--- src/rtl/seq_muldiv_ctrl.sv ---
// rtl/seq_muldiv_ctrl.sv - multi-cycle unsigned multiply/divide sequencer sharing one adder
module seq_muldiv_ctrl #(
    parameter int n = 32
) (
    input  logic         clk,
    input  logic         rst,
    input  logic         start,
    input  logic [1:0]   op,
    input  logic [n-1:0] opa,
    input  logic [n-1:0] opb,
    output logic         busy,
    output logic         done,
    output logic [n-1:0] result
);

    localparam logic [1:0] IDLE = 2'd0;
    localparam logic [1:0] PREP = 2'd1;
    localparam logic [1:0] RUN  = 2'd2;
    localparam logic [1:0] DONE = 2'd3;
    localparam int CW = $clog2(n);

    logic [1:0]    state;
    logic [1:0]    op_q;
    logic [n-1:0]  opb_q;
    logic [n-1:0]  lo;
    logic [n-1:0]  result_q;
    logic [n:0]    acc;
    logic [n:0]    negd;
    logic [n:0]    shifted;
    logic [n:0]    add_a;
    logic [n:0]    add_b;
    logic [n:0]    sum;
    logic [CW-1:0] cnt;
    logic [n-1:0]  done_val;

    assign shifted = {acc[n-1:0], lo[n-1]};

    // The single shared adder: divisor negation in PREP, then add or trial-subtract in RUN.
    always_comb begin
        add_a = '0;
        add_b = '0;
        if (state == PREP) begin
            // (n+1)-bit two's complement of the zero-extended divisor; zero stays zero.
            add_a = {1'b1, ~opb_q};
            add_b = {{n{1'b0}}, 1'b1};
        end else if (op_q[1]) begin
            add_a = shifted;
            add_b = negd;
        end else begin
            add_a = acc;
            add_b = lo[0] ? {1'b0, opb_q} : '0;
        end
    end

    assign sum = add_a + add_b;

    assign done_val = op_q[0] ? acc[n-1:0] : lo;
    assign busy     = (state != IDLE);
    assign done     = (state == DONE);
    assign result   = (state == DONE) ? done_val : result_q;

    always_ff @(posedge clk or negedge rst) begin
        if (!rst) begin
            state    <= IDLE;
            op_q     <= '0;
            opb_q    <= '0;
            lo       <= '0;
            acc      <= '0;
            negd     <= '0;
            cnt      <= '0;
            result_q <= '0;
        end else begin
            case (state)
                IDLE: begin
                    if (start) begin
                        op_q  <= op;
                        opb_q <= opb;
                        lo    <= opa;
                        state <= PREP;
                    end
                end
                PREP: begin
                    negd  <= sum;
                    acc   <= '0;
                    cnt   <= '0;
                    state <= RUN;
                end
                RUN: begin
                    if (!op_q[1]) begin
                        acc <= {1'b0, sum[n:1]};
                        lo  <= {sum[0], lo[n-1:1]};
                    end else if (!sum[n]) begin
                        acc <= sum;
                        lo  <= {lo[n-2:0], 1'b1};
                    end else begin
                        acc <= shifted;
                        lo  <= {lo[n-2:0], 1'b0};
                    end
                    cnt <= cnt + CW'(1);
                    if (cnt == CW'(n - 1)) begin
                        state <= DONE;
                    end
                end
                default: begin
                    result_q <= done_val;
                    state    <= IDLE;
                end
            endcase
        end
    end

endmodule

--- config.mk ---
export PLATFORM = sky130hd
export DESIGN_NAME = seq_muldiv_ctrl
export DESIGN_NICKNAME = d
export VERILOG_FILES = /design/src/rtl/seq_muldiv_ctrl.sv
export SDC_FILE = /design/constraint.sdc
export NUM_CORES = 1
export LEC_CHECK = 0
export CAP_MARGIN = 40
export CORE_ASPECT_RATIO = 0.6
export CORE_MARGIN = 4
export CORE_UTILIZATION = 50
export DETAILED_ROUTE_END_ITERATION = 7
export PLACE_DENSITY = 0.71
export REMOVE_ABC_BUFFERS = 1
export SYNTH_ARGS = -nofsm -noshare
export SYNTH_HDL_FRONTEND = slang
export SYNTH_SLANG_ARGS = --single-unit
--- constraint.sdc ---
create_clock -name clk -period 4.55 [get_ports clk]
set_input_delay 1.365 -clock clk [delete_from_list [all_inputs] [get_ports clk]]
set_output_delay 1.365 -clock clk [all_outputs]
set_load 0.02 [all_outputs]
==> out/qor.txt <==
status: finished, final reports clean
CP arrival: 4.57 ns
Slew HR: 0.486
max_cap viols: 0
# rows: 42
Final Hold Viols: 0
Clock Path Buffers: 2
Core ar.: 0.0220 sq mm
Die Y: 124 microns
EDFF count, synth: 0
share of the synthesized area in the top cell type: 0.383
Cell Area, Synth: 0.0112 sq mm
CP max stage delay: 0.55 ns
hold slack final: 0.504 ns
worst slew pin tran: 0.771 ns
FILL cells: 1909
Area Growth Syn to Fin: 18.7%
Hold Buf Count CTS: 0
Clock Skews: 0.0129 ns
largest area contributor in the netlist: dfrtp_1
worst min-delay path class: flop to flop
First-pass DRT Iterations: 5
DRT Wirelength: 32500 microns
Remaining DRCs: 0
io pins: 103
share of cells above drive strength 1: 0.116
Starting Density: 0.508
family with the most delay on the worst path: compound AO/OA/AOI/OAI gates
area of the multi-input gates: 0.00644 sq mm
Inserted Clock Buffers: 17
CP Cell Sequence: buf_12, buf_4, a211oi_1, a21oi_1, ha_1, nand4_2, or4_1, a2bb2oi_1, a21oi_2, nor4_1, buf_4, nor2_2, o21ai_0, a221o_1
largest cells by area after synthesis: dfrtp_1 38%, a21oi_1 7.7%, mux2i_1 7.7%
CP Buf/Inv Count: 3
Worst path slowest cell: or4_1
Die ar.: 0.0249 sq mm
ys flop type: dfrtp_1
Final Setup Violations: 0
via count: 10000
FF/Latch Area: 0.00428 sq mm
largest net degree at the start of global routing: 83
Crit path required time: 4.88 ns
Syn Inst Count: 1270
drt wl/cell: 19.8 microns
Netlist cell types: 68
minimum clock period: 4.24 ns
PortBufs: 102
Vias/cell: 6.10
H-tree depth: 4
n_diodes: 0
Clk Latency, worst-skew pair: 0.45 ns
grt ovf: 0
Seq/Total Area, Yosys: 0.383
post-route clock period utilization: 0.932
CTS Sinks: 171
initial antenna violation count: 0
root buf cell: clkbuf_16
highest clock rate: 236 MHz
DP HPWL: 23400 microns
Crit path top cell by count: buf_4
GRT Total Usage: 0.268
Synth warnings: 0
RSZ-0062 raised after global routing: no
die width: 201 microns
Slew Limit Fails: 0
cells on worst reg2reg path: 14
first-pass GRT wire length: 52900 microns
Stages on worst setup path: 14
Avg Cell Area, Syn: 8.81 sq um
crit-path max FO: 42
Final Net Count: 1454
vias in the first global route: 9527
hold-critical path depth: 1
critical path endpoint category: flop
Starting DRT DRC Count: 1055
CP startpoint kind: flop
post-route ant nets: 0
CTS tree: built
kind of critical path: flop to flop
async set-reset flop share out of synthesis: 1.00
final RePlAce weighted congestion: 0.912
Reg clk slew, reported paths: 0.07 ns
FF+latch count, synth: 171
==> flip-flops by register name (all words and copies together), names as in the netlist <==
name	flops
opb_q	32
acc	33
negd	33
lo	32
state	2
op_q	2
result_q	32
cnt	5
==> worst register-to-register path, stage by stage (launching register included) <==
cell and delay, ns:
dfrtp_4 0.50, buf_12 0.19, buf_4 0.20, a211oi_1 0.33
a21oi_1 0.08, ha_1 0.46, nand4_2 0.23, or4_1 0.55
a2bb2oi_1 0.22, a21oi_2 0.25, nor4_1 0.08, buf_4 0.18
nor2_2 0.36, o21ai_0 0.17, a221o_1 0.33
==> final timing paths <==
check,slack (ns),from,to
max reg2reg,0.31,op_q[1],acc[15]
max,0.31,op_q[1],acc[15]
max in group asynchronous,2.73,rst,negd[13]
min in group asynchronous,0.91,rst,result_q[24]
min,0.50,acc[32],acc[32]
min reg2reg,0.50,acc[32],acc[32]
==> layout make-up <==
class                           instances  share of cell area
Clock buffer                           22              0.0365
Sequential cell                       171               0.323
Timing Repair Buffer                  150               0.110
Inverter                               34             0.00961
Tap cell                              286              0.0269
Multi-Input combinational cell        970               0.485
Clock inverter                         10             0.00867
==> per-stage QoR <==
stage	setup TNS, ns	std cells	setup slack (ns)	area [sq um]	util
final	0	1643	0.309	13300	0.603
after global placement	-0.0972	1609	-0.0697	12600	0.574
after global routing	0	1643	0.0573	13300	0.603
after detailed placement	0	1611	0.170	12700	0.575
after floorplan	-133.52	1175	-2.61	10800	-
after CTS	0	1643	0.153	13300	0.602
==> synthesized netlist by cell type (19+ instances only) <==
library cell / count
a22oi_1: 46
nand3_1: 19
inv_1: 34
nor2b_1: 31
clkbuf_1: 83
a211oi_1: 37
ha_1: 40
nor2_1: 169
a21oi_1: 173
nand2_1: 63
dfrtp_1: 171
o21ai_0: 70
mux2i_1: 86
mux2_2: 56
==> timing repair <==
| action | 4_1_cts | 5_1_grt |
|---|---|---|
| setup buffers | 0 | 0 |
| setup endpoints to repair | 0 | 21 |
| endpoints found under the hold margin | 0 | 0 |
| resized for setup | 0 | 3 |
==> kinds of logic after synthesis <==
logic type,synth area share
AOI/OAI and AO/OA,0.233
and+or+nand+nor,0.136
DFF,0.383
muxes,0.137
buffers and inverters,0.0449
adders and majority gates,0.0465
xor gates and xnor gates,0.0196
==> routing by layer <==
layer / global-route usage / vias to the layer above / part of all wire
li1: - / 4756 / -
met2: 0.395 / 393 / 0.42
met1: 0.407 / 4831 / 0.48
met4: 0.0649 / 0 / 0.013
met3: 0.0528 / 35 / 0.085
met5: 0 / - / 0
==> cell usage in the layout, fill, tap and decap left out, types with 10 or more instances in the layout <==
cell,count
nor2_1,169
nand3_1,19
clkbuf_16,17
nor3_1,14
mux2_2,56
xnor2_1,14
a21o_1,14
o21ai_0,70
buf_4,40
a21oi_1,173
a22oi_1,46
a211oi_1,37
xor2_1,11
nand2_1,63
ha_1,37
dfrtp_1,169
nor2b_1,30
mux2i_1,86
o21ai_1,12
inv_1,33
clkdlybuf4s50_1,101
and3_1,10
Power is not shown: default switching activity piles up to over one toggle a cycle in this logic, so the estimate is an artifact.
